$ cat config.mk
export PLATFORM = sky130hd
export DESIGN_NAME = dmem_responder_flat
export DESIGN_NICKNAME = d
export VERILOG_FILES = /design/src/rtl/dmem_pkg.sv /design/src/rtl/dmem_responder_if.sv /design/src/rtl/dmem_lane_align.sv /design/src/rtl/dmem_responder.sv /design/src/flat_wrapper.sv
export SDC_FILE = /design/constraint.sdc
export NUM_CORES = 2
export LEC_CHECK = 0
export BUFFER_PORTS_ARGS = -buffer_cell sky130_fd_sc_hd__buf_2
export CAP_MARGIN = 20
export CORE_ASPECT_RATIO = 0.5
export CORE_MARGIN = 1.5
export CORE_UTILIZATION = 50
export CTS_BUF_LIST = sky130_fd_sc_hd__clkbuf_8
export DETAILED_ROUTE_END_ITERATION = 12
export PLACE_DENSITY = 0.65
export SLEW_MARGIN = 20
export SYNTH_ARGS = -nofsm -noshare
export SYNTH_HDL_FRONTEND = slang
export SYNTH_SLANG_ARGS = --single-unit
export TNS_END_PERCENT = 20
$ cat constraint.sdc
create_clock -name clk -period 13.6 [get_ports clk]
set_input_delay 2.72 -clock clk [delete_from_list [all_inputs] [get_ports clk]]
set_output_delay 2.72 -clock clk [all_outputs]
set_load 0.005 [all_outputs]
$ cat src/rtl/dmem_pkg.sv
// Shared types for the data-memory responder: funct3 encodings, FSM states and the latched request.
package dmem_pkg;

    localparam int DMEM_ADDR_W = 9;
    localparam int DMEM_DATA_W = 32;

    typedef enum logic [2:0] {
        F3_B  = 3'b000,
        F3_H  = 3'b001,
        F3_W  = 3'b010,
        F3_BU = 3'b100,
        F3_HU = 3'b101
    } dmem_funct3_e;

    typedef enum logic [1:0] {
        IDLE,
        WAIT,
        RESP
    } dmem_state_t;

    typedef struct packed {
        logic                   we;
        logic                   re;
        logic [DMEM_ADDR_W-1:0] addr;
        logic [DMEM_DATA_W-1:0] wdata;
        logic [2:0]             funct3;
    } dmem_req_t;

    // Stores take precedence when both strobes are set; no-ops are never misaligned.
    function automatic logic dmem_misaligned(input logic we, input logic re,
                                             input logic [2:0] funct3, input logic [1:0] lane);
        logic mis;
        mis = 1'b0;
        if (we) begin
            if (funct3 == F3_H)      mis = lane[0];
            else if (funct3 == F3_W) mis = |lane;
        end else if (re) begin
            if (funct3 == F3_H || funct3 == F3_HU) mis = lane[0];
            else if (funct3 == F3_W)               mis = |lane;
        end
        return mis;
    endfunction

endpackage

$ cat src/rtl/dmem_responder_if.sv
// Request/response bus between the pipeline MEM stage (master) and the data-memory responder (slave).
interface dmem_responder_if #(
    parameter int DM_ADDRESS = 9,
    parameter int DATA_W     = 32
);
    logic                  req_valid;
    logic                  req_ready;
    logic                  req_we;
    logic                  req_re;
    logic [DM_ADDRESS-1:0] req_addr;
    logic [DATA_W-1:0]     req_wdata;
    logic [2:0]            req_funct3;
    logic                  rsp_valid;
    logic [DATA_W-1:0]     rsp_rdata;
    logic                  rsp_err;

    modport master (
        output req_valid, req_we, req_re, req_addr, req_wdata, req_funct3,
        input  req_ready, rsp_valid, rsp_rdata, rsp_err
    );

    modport slave (
        input  req_valid, req_we, req_re, req_addr, req_wdata, req_funct3,
        output req_ready, rsp_valid, rsp_rdata, rsp_err
    );
endinterface

$ cat src/rtl/dmem_lane_align.sv
// Combinational RV32 byte-lane handling: load extract/extend and store byte-merge selected by funct3.
module dmem_lane_align
    import dmem_pkg::*;
(
    input  logic [2:0]  funct3,
    input  logic [1:0]  lane,
    input  logic [31:0] mem_word,
    input  logic [31:0] wdata,
    output logic [31:0] load_data,
    output logic [31:0] store_word,
    output logic        store_en
);

    logic [7:0]  byte_sel;
    logic [15:0] half_sel;

    assign byte_sel = mem_word[{lane, 3'b000} +: 8];
    assign half_sel = lane[1] ? mem_word[31:16] : mem_word[15:0];

    // Unsupported funct3 codes fall through to a zero load and no write.
    always_comb begin
        load_data  = '0;
        store_word = mem_word;
        store_en   = 1'b0;
        case (funct3)
            F3_B: begin
                load_data                       = {{24{byte_sel[7]}}, byte_sel};
                store_word[{lane, 3'b000} +: 8] = wdata[7:0];
                store_en                        = 1'b1;
            end
            F3_H: begin
                load_data = {{16{half_sel[15]}}, half_sel};
                if (lane[1]) store_word[31:16] = wdata[15:0];
                else         store_word[15:0]  = wdata[15:0];
                store_en  = 1'b1;
            end
            F3_W: begin
                load_data  = mem_word;
                store_word = wdata;
                store_en   = 1'b1;
            end
            F3_BU:   load_data = {24'h0, byte_sel};
            F3_HU:   load_data = {16'h0, half_sel};
            default: load_data = '0;
        endcase
    end

endmodule

$ cat src/rtl/dmem_responder.sv
// Data-memory responder: one request at a time, WAIT_CYCLES wait states, one-cycle response.
// Optional misaligned-access detection is enabled by defining DMEM_MISALIGN_CHECK_EN.
module dmem_responder
    import dmem_pkg::*;
#(
    parameter int DM_ADDRESS  = DMEM_ADDR_W,
    parameter int DATA_W      = DMEM_DATA_W,
    parameter int WAIT_CYCLES = 1
) (
    input logic             clk,
    input logic             reset,
    dmem_responder_if.slave bus
);

    localparam int WORDS = 2 ** (DM_ADDRESS - 2);

    dmem_state_t           state_q, state_d;
    logic [3:0]            wait_q, wait_d;
    dmem_req_t             req_q, cur_req;
    logic [DATA_W-1:0]     mem [WORDS];
    logic [DATA_W-1:0]     rdata_q;
    logic                  err_q;
    logic [DM_ADDRESS-1:0] cur_addr;
    logic [DM_ADDRESS-3:0] word_idx;
    logic                  accept, commit, misaligned, do_store;
    logic [31:0]           load_data, store_word;
    logic                  store_en;

    assign accept = (state_q == IDLE) && bus.req_valid;

    // With zero wait states the request is committed on the accept edge, straight from the bus.
    always_comb begin
        cur_req = req_q;
        if (state_q == IDLE) begin
            cur_req.we     = bus.req_we;
            cur_req.re     = bus.req_re;
            cur_req.addr   = DMEM_ADDR_W'(bus.req_addr);
            cur_req.wdata  = bus.req_wdata;
            cur_req.funct3 = bus.req_funct3;
        end
    end

    assign cur_addr = DM_ADDRESS'(cur_req.addr);
    assign word_idx = cur_addr[DM_ADDRESS-1:2];
    assign commit   = ((state_q == WAIT) && (wait_q == 4'd0)) || (accept && (WAIT_CYCLES == 0));

    dmem_lane_align u_align (
        .funct3    (cur_req.funct3),
        .lane      (cur_addr[1:0]),
        .mem_word  (mem[word_idx]),
        .wdata     (cur_req.wdata),
        .load_data (load_data),
        .store_word(store_word),
        .store_en  (store_en)
    );

`ifdef DMEM_MISALIGN_CHECK_EN
    assign misaligned = dmem_misaligned(cur_req.we, cur_req.re, cur_req.funct3, cur_addr[1:0]);
`else
    assign misaligned = 1'b0;
`endif

    // Gating with reset keeps a store from landing while the FSM is held in reset.
    assign do_store = reset && commit && cur_req.we && store_en && !misaligned;

    always_comb begin
        state_d = state_q;
        wait_d  = wait_q;
        case (state_q)
            IDLE: begin
                if (bus.req_valid) begin
                    if (WAIT_CYCLES == 0) begin
                        state_d = RESP;
                        wait_d  = 4'd0;
                    end else begin
                        state_d = WAIT;
                        wait_d  = 4'(WAIT_CYCLES - 1);
                    end
                end
            end
            WAIT: begin
                if (wait_q == 4'd0) state_d = RESP;
                else                wait_d  = wait_q - 4'd1;
            end
            RESP:    state_d = IDLE;
            default: state_d = IDLE;
        endcase
    end

    always_ff @(posedge clk or negedge reset) begin
        if (!reset) begin
            state_q <= IDLE;
            wait_q  <= 4'd0;
            req_q   <= '0;
            rdata_q <= '0;
            err_q   <= 1'b0;
        end else begin
            state_q <= state_d;
            wait_q  <= wait_d;
            if (accept) req_q <= cur_req;
            if (commit) begin
                rdata_q <= (cur_req.re && !cur_req.we && !misaligned) ? load_data : '0;
                err_q   <= misaligned;
            end
        end
    end

    // Storage is intentionally left unreset.
    always_ff @(posedge clk) begin
        if (do_store) mem[word_idx] <= store_word;
    end

    assign bus.req_ready = (state_q == IDLE);
    assign bus.rsp_valid = (state_q == RESP);
    assign bus.rsp_rdata = rdata_q;
    assign bus.rsp_err   = err_q;

endmodule

$ cat src/flat_wrapper.sv
// flat-port wrapper written by rule: the top's interface ports become plain ports
module dmem_responder_flat import dmem_pkg::*;
#(
    parameter int DM_ADDRESS  = DMEM_ADDR_W,
    parameter int DATA_W      = DMEM_DATA_W,
    parameter int WAIT_CYCLES = 1
)
  (clk, reset, bus_req_valid, bus_req_we, bus_req_re, bus_req_addr, bus_req_wdata, bus_req_funct3, bus_req_ready, bus_rsp_valid, bus_rsp_rdata, bus_rsp_err);
  dmem_responder_if #(.DM_ADDRESS(DM_ADDRESS), .DATA_W(DATA_W)) bus_i ();
  input logic clk;
  input logic reset;
  input wire logic [$bits(bus_i.req_valid)-1:0] bus_req_valid;
  input wire logic [$bits(bus_i.req_we)-1:0] bus_req_we;
  input wire logic [$bits(bus_i.req_re)-1:0] bus_req_re;
  input wire logic [$bits(bus_i.req_addr)-1:0] bus_req_addr;
  input wire logic [$bits(bus_i.req_wdata)-1:0] bus_req_wdata;
  input wire logic [$bits(bus_i.req_funct3)-1:0] bus_req_funct3;
  output wire logic [$bits(bus_i.req_ready)-1:0] bus_req_ready;
  output wire logic [$bits(bus_i.rsp_valid)-1:0] bus_rsp_valid;
  output wire logic [$bits(bus_i.rsp_rdata)-1:0] bus_rsp_rdata;
  output wire logic [$bits(bus_i.rsp_err)-1:0] bus_rsp_err;
  assign bus_i.req_valid = bus_req_valid;
  assign bus_i.req_we = bus_req_we;
  assign bus_i.req_re = bus_req_re;
  assign bus_i.req_addr = bus_req_addr;
  assign bus_i.req_wdata = bus_req_wdata;
  assign bus_i.req_funct3 = bus_req_funct3;
  assign bus_req_ready = bus_i.req_ready;
  assign bus_rsp_valid = bus_i.rsp_valid;
  assign bus_rsp_rdata = bus_i.rsp_rdata;
  assign bus_rsp_err = bus_i.rsp_err;
  dmem_responder #(.DM_ADDRESS(DM_ADDRESS), .DATA_W(DATA_W), .WAIT_CYCLES(WAIT_CYCLES)) u_core (.clk(clk), .reset(reset), .bus(bus_i));
endmodule
# [Word-level counts from Yosys, hierarchy flattened]
# Memories as Yosys holds them, arrays and structs flattened.
# Cells that the tools add are included.
[word_totals] output_inout_bits=35 ram_bits=4096 in_bits=49 wordCells=54 mem_count=1 regBits=84
[classes] n_reduce_logical=14 add_sub_neg=2 n_mux=17 eq_ne=9 shift=3
[memory_table] name="u_core.mem" words=128 word_bits=32 rd=1 rd_clocked_by_memory_dff=0 write_ports=1 line_no="dmem_responder.sv:20" rtl="logic [DATA_W-1:0] mem [WORDS];"
[op_table] operator="$pmux 32 s5" n=1
[op_table] operator="$pmux 32 s3" n=1
[op_table] operator="$mux 16" n=3
[op_table] operator="$mux 46" n=1
[op_table] operator="$bwmux 32" n=1
[op_table] operator="$mux 32" n=1
[op_table] operator="$shift 8x7->32 const A" n=1
[op_table] operator="$shiftx 32x6->8" n=1
[op_table] operator="$shiftx 8x7->32" n=1
[op_table] operator="$mux 4" n=2
[op_table] operator="$pmux 4 s2" n=1
[op_table] operator="$neg 5->7" n=1
[op_table] operator="$eq 3x3->1 const B" n=2
[op_table] operator="$logic_and 1x1->1" n=6
[op_table] operator="$ne 2x2->1 const B" n=3
[op_table] operator="$logic_not 4->1" n=1
[op_table] operator="$mux 2" n=2
[op_table] operator="$pmux 2 s2" n=1
[op_table] operator="$sub 4x1->4 const B" n=1
[op_table] operator="$eq 3x1->1 const B" n=1
[op_table] operator="$eq 3x2->1 const B" n=1
[op_table] operator="$logic_not 3->1" n=1
[op_table] operator="$mux 1" n=3
[op_table] operator="$reduce_and 3->1" n=1
[op_table] operator="other kinds (7)" n=7

# [Logic depth before layout (Yosys ltp)]
[depth] word_depth=8 depth_mapped=19 ltp_nobuf=14

# [Hierarchy]
# A second synthesis with hierarchy kept.
[unflattened] cells_unflattened=10939 area_unflattened_um2=160635.3
[by_module_without_submodules] mod="dmem_responder" seq_area_each_um2=125100.0 n_inst=1 cells_per_inst=10626 area_each_um2=158473.2
[by_module_without_submodules] mod="dmem_lane_align" seq_area_each_um2=0.0 n_inst=1 cells_per_inst=313 area_each_um2=2162.1

# [Worst setup path after synthesis]
# OpenSTA, ideal clock, no wires.
[synth_path] kind="input to register" start="input bus_req_addr[2]" end="memory u_core.mem[0][28], data pin" t_required_ps=12374 setup_ps=1226 arrival_time_ps=10414 path_slack_ps=1960 n_path_buf=3 stages=12 path_cell_list="or3b_1 buf_2 clkbuf_1 o32a_1 buf_2 o22ai_1 or3_1 o41ai_1 a41oi_1 a2111oi_2 a221oi_1 o31ai_1"
[synth_via] elab_chain_len=4 elab_cells_between_ends=5 cone_classes="mux: 4; memory: 1"
[synth_lines] item="from (decl)" line_no="flat_wrapper.sv:15" rtl="input wire logic [$bits(bus_i.req_addr)-1:0] bus_req_addr;"
[synth_lines] item="$mux 46 (*)" line_no="dmem_responder.sv:34" rtl="if (state_q == IDLE) begin"
[synth_lines] item="$mem_v2 128x32 (*)"
[synth_lines] item="$mux 16 / $bwmux 32 (equally long branches)" line_no="dmem_lane_align.sv:33, dmem_lane_align.sv:28"
[synth_lines] item="$pmux 32 s3 (*)" line_no="dmem_lane_align.sv:25" rtl="case (funct3)"
[synth_lines] item="named net u_core.store_word[28]" line_no="dmem_responder.sv:26" rtl="logic [31:0] load_data, store_word;"
[synth_lines] item="to (decl)" line_no="dmem_responder.sv:20"
# Mark *: on every way through the listed nets, which the timed path passes. The rest lies on a longest branch.

# [Worst setup path in the final report]
[layout_path] start="input bus_req_addr[2]" end="memory u_core.mem[2][27], data pin"
# Same word-level chain as after synthesis.

==> results.json <==
{
  "fin_crit_ps": 9055,
  "slew_headroom_pct": 14.23,
  "clock_sinks": 4180,
  "dr_wl_met3_um": 109200,
  "cts_buffer_depth": 4,
  "reg2reg_slack_ps": 4930,
  "synthFlopType": "edfxtp_1",
  "cp_max_fo": 99,
  "clockRootBuffer": "clkbuf_8",
  "synth.distinct_cells": 87,
  "syn_inst": 9411,
  "io_pins": 84,
  "synthesis.area_um2": 155700,
  "async_flop_share_pct": 2.010,
  "die_y_um": 397.6,
  "cts_made_buffers": 592,
  "initial_core_util_pct": 50.42,
  "worst_setup_path_start_kind": "input pin",
  "synth_warnings": 0,
  "num_rows": 144,
  "synth_common_cells": "edfxtp_1, o22ai_1, nand2_1",
  "hold_class": "flip-flop to flip-flop",
  "grt_first_pass_wirelength_um": 775300,
  "worst_clock_skew_ps": 79.27,
  "route.detailed.drc": 0,
  "dp_hpwl_um": 311900,
  "wl_met2_um": 231000,
  "coreArea_um2": 308800,
  "die_area_um2": 315000,
  "arrival_ps": 9760,
  "met1_length_um": 204800,
  "synth_area_leaders": "edfxtp_1, o22ai_1, dfrtp_1",
  "avgViaCountPerCell": 7.126,
  "gp_congestion": 0.9833,
  "cp_cell_sequence": "buf_2 > or3b_4 > buf_4 > nand2_8 > buf_4 > nor3_1 > nor3_1 > o21ai_0 > nand4_1 > nor3_2 > o22ai_1 > a31oi_4 > buf_4",
  "post-synth-top-count-cell": "edfxtp_1",
  "end_kind": "flip-flop",
  "totalWireLength_um": 574500,
  "path_buf_inv": 4,
  "syn-num-nets": 9466,
  "setup_viol": 0,
  "cp.depth": 13,
  "first_pass_iters": 8,
  "grtUsageTotal_pct": 35.48,
  "crit_family": "simple AND/OR/NAND/NOR gates",
  "nNetsFinal": 9896,
  "drt_iter0_drc": 21972,
  "fillers": 23554,
  "fin_cells": 14453,
  "antenna_left": 0,
  "hold_viol": 0,
  "cp-endpoint": "u_core.mem[2][27]",
  "period_share_pct": 66.58,
  "area_growth_pct": 11.77,
  "rsz0062_at_grt": "false",
  "grt_pass1_vias": 95326,
  "synth_seq_area_share_pct": 80.35,
  "critical_path_class": "input pin to flip-flop",
  "rr_startpoint": "u_core.state_q[0]",
  "die_w_um": 792.2,
  "cts_resized": 0,
  "pre_cts_ws_ps": 3776,
  "reg2reg_to": "u_core.mem[2][27]",
  "vias": 102989,
  "port_buffers": 82,
  "syn_avg_cell_area_um2": 16.54,
  "reg2reg_depth": 14,
  "grt-ovfl-total": 0,
  "final_layout_size_suffix_gt1_share_pct": 14.76,
  "ys_ff_latch": 4180,
  "synth_edf_count": 4096,
  "cts_tree": "yes",
  "cap_violations": 0,
  "worst_pin_slew_ps": 1287,
  "fin_tns_setup_ps": 0,
  "dp_cells": 13403,
  "synth_top_area_cell": "edfxtp_1",
  "crit_slowest_cell": "buf_4",
  "cpPeakStageDelay_ps": 1020,
  "grt_max_degree": 129,
  "fmax_mhz": 110.4,
  "fin_ws_ps": 4545,
  "status": "completed",
  "postCtsHoldBufs": 0,
  "htree_levels": 6,
  "antenna_found_initial": 59,
  "synth_top_area_share_pct": 79.00,
  "path_common_cell": "buf_4",
  "crit_start": "bus_req_addr[2]",
  "route.top_layer_used": "met5",
  "drv_slew": 0,
  "post_cts_buffers": 0,
  "clock_latency_ps": 1100,
  "wl_per_cell_um": 39.75,
  "clk_pin_slew_ps": 70,
  "required_ps": 14310
}
metal layers:
| metal | track usage (%) | up-vias |
|---|---|---|
| li1 | - | 39799 |
| met1 | 50.14 | 51752 |
| met2 | 47.58 | 9916 |
| met3 | 15.57 | 1476 |
| met4 | 15.63 | 46 |
| met5 | 0 | - |
area by class of cell:
| cell class | count | area [um^2] | area share (%) |
|---|---|---|---|
| sequential | 4180 | 125100 | 71.89 |
| timing repair buffer | 504 | 4013 | 2.306 |
| antenna | 21 | 52.55 | 0.03020 |
| clock inverter | 410 | 1884 | 1.083 |
| inverter | 13 | 48.80 | 0.02804 |
| multi-input combinational | 4550 | 29270 | 16.82 |
| clock buffer | 614 | 8451 | 4.856 |
| tap | 4161 | 5206 | 2.992 |
worst min-delay path by stage:
stage          depth (start not counted)                to             start  slack [ps]
4_1_cts                                1  u_core.wait_q[0]  u_core.wait_q[0]         510
3_3_place_gp                           1  u_core.wait_q[0]  u_core.wait_q[0]         490
3_5_place_dp                           1  u_core.req_q[34]  u_core.req_q[34]         490
2_1_floorplan                          1  u_core.wait_q[0]  u_core.wait_q[0]         460
5_1_grt                                1  u_core.req_q[25]  u_core.req_q[25]         520
6_report                               1  u_core.wait_q[0]  u_core.wait_q[0]         500
metrics by stage:
stage	instance area, um^2	hold slack [ps]	utilization (%)
after floorplan	155700	462.5	-
after global placement	163400	486.5	52.92
after detailed placement	163500	494.5	52.96
after CTS	173900	509.6	56.30
after global routing	174000	522.4	56.34
final	174000	499.6	56.35
logic make-up (layout without fill, tap and decap cells):
group | count (synthesis) | count (layout) | share of synthesized area (%)
and+or+nand+nor | 1711 | 1711 | 5.153
DFF | 4180 | 4180 | 80.35
adders and majority gates | 6 | 6 | 0.04821
buffers and inverters | 681 | 1541 | 2.150
other | 1 | 22 | 0.002408
AOI/OAI and AO/OA | 2687 | 2687 | 11.31
xor gates and xnor gates | 2 | 2 | 0.01125
muxes | 143 | 143 | 0.9820
cell usage in the layout, fill, tap and decap left out, types with 84 or more instances in the layout:
| cell type | Yosys | final |
|---|---|---|
| clkinv_1 | 0 | 136 |
| nor3_1 | 352 | 345 |
| a21oi_1 | 192 | 182 |
| inv_1 | 13 | 210 |
| nor2_1 | 334 | 200 |
| dfrtp_1 | 84 | 84 |
| o41ai_1 | 101 | 93 |
| nor4_1 | 131 | 122 |
| a211oi_1 | 117 | 115 |
| o21ai_0 | 205 | 191 |
| nand2_1 | 529 | 527 |
| nand3_1 | 130 | 127 |
| buf_4 | 70 | 382 |
| clkbuf_8 | 0 | 614 |
| o221ai_1 | 92 | 87 |
| nor2_4 | 0 | 128 |
| edfxtp_1 | 4096 | 4096 |
| o22ai_1 | 1630 | 1628 |
| mux2i_1 | 92 | 87 |
| and3_1 | 130 | 130 |
registers in the layout, summed over array words and instances, names as in the netlist:
signal / flops
u_core.mem: 4096
u_core.req_q: 46
u_core.bus.rsp_rdata: 32
u_core.wait_q: 4
u_core.state_q: 2
Power is left out: the tool's default activity adds up to more than one toggle a clock period on the data nets, which glitch-free logic cannot reach.
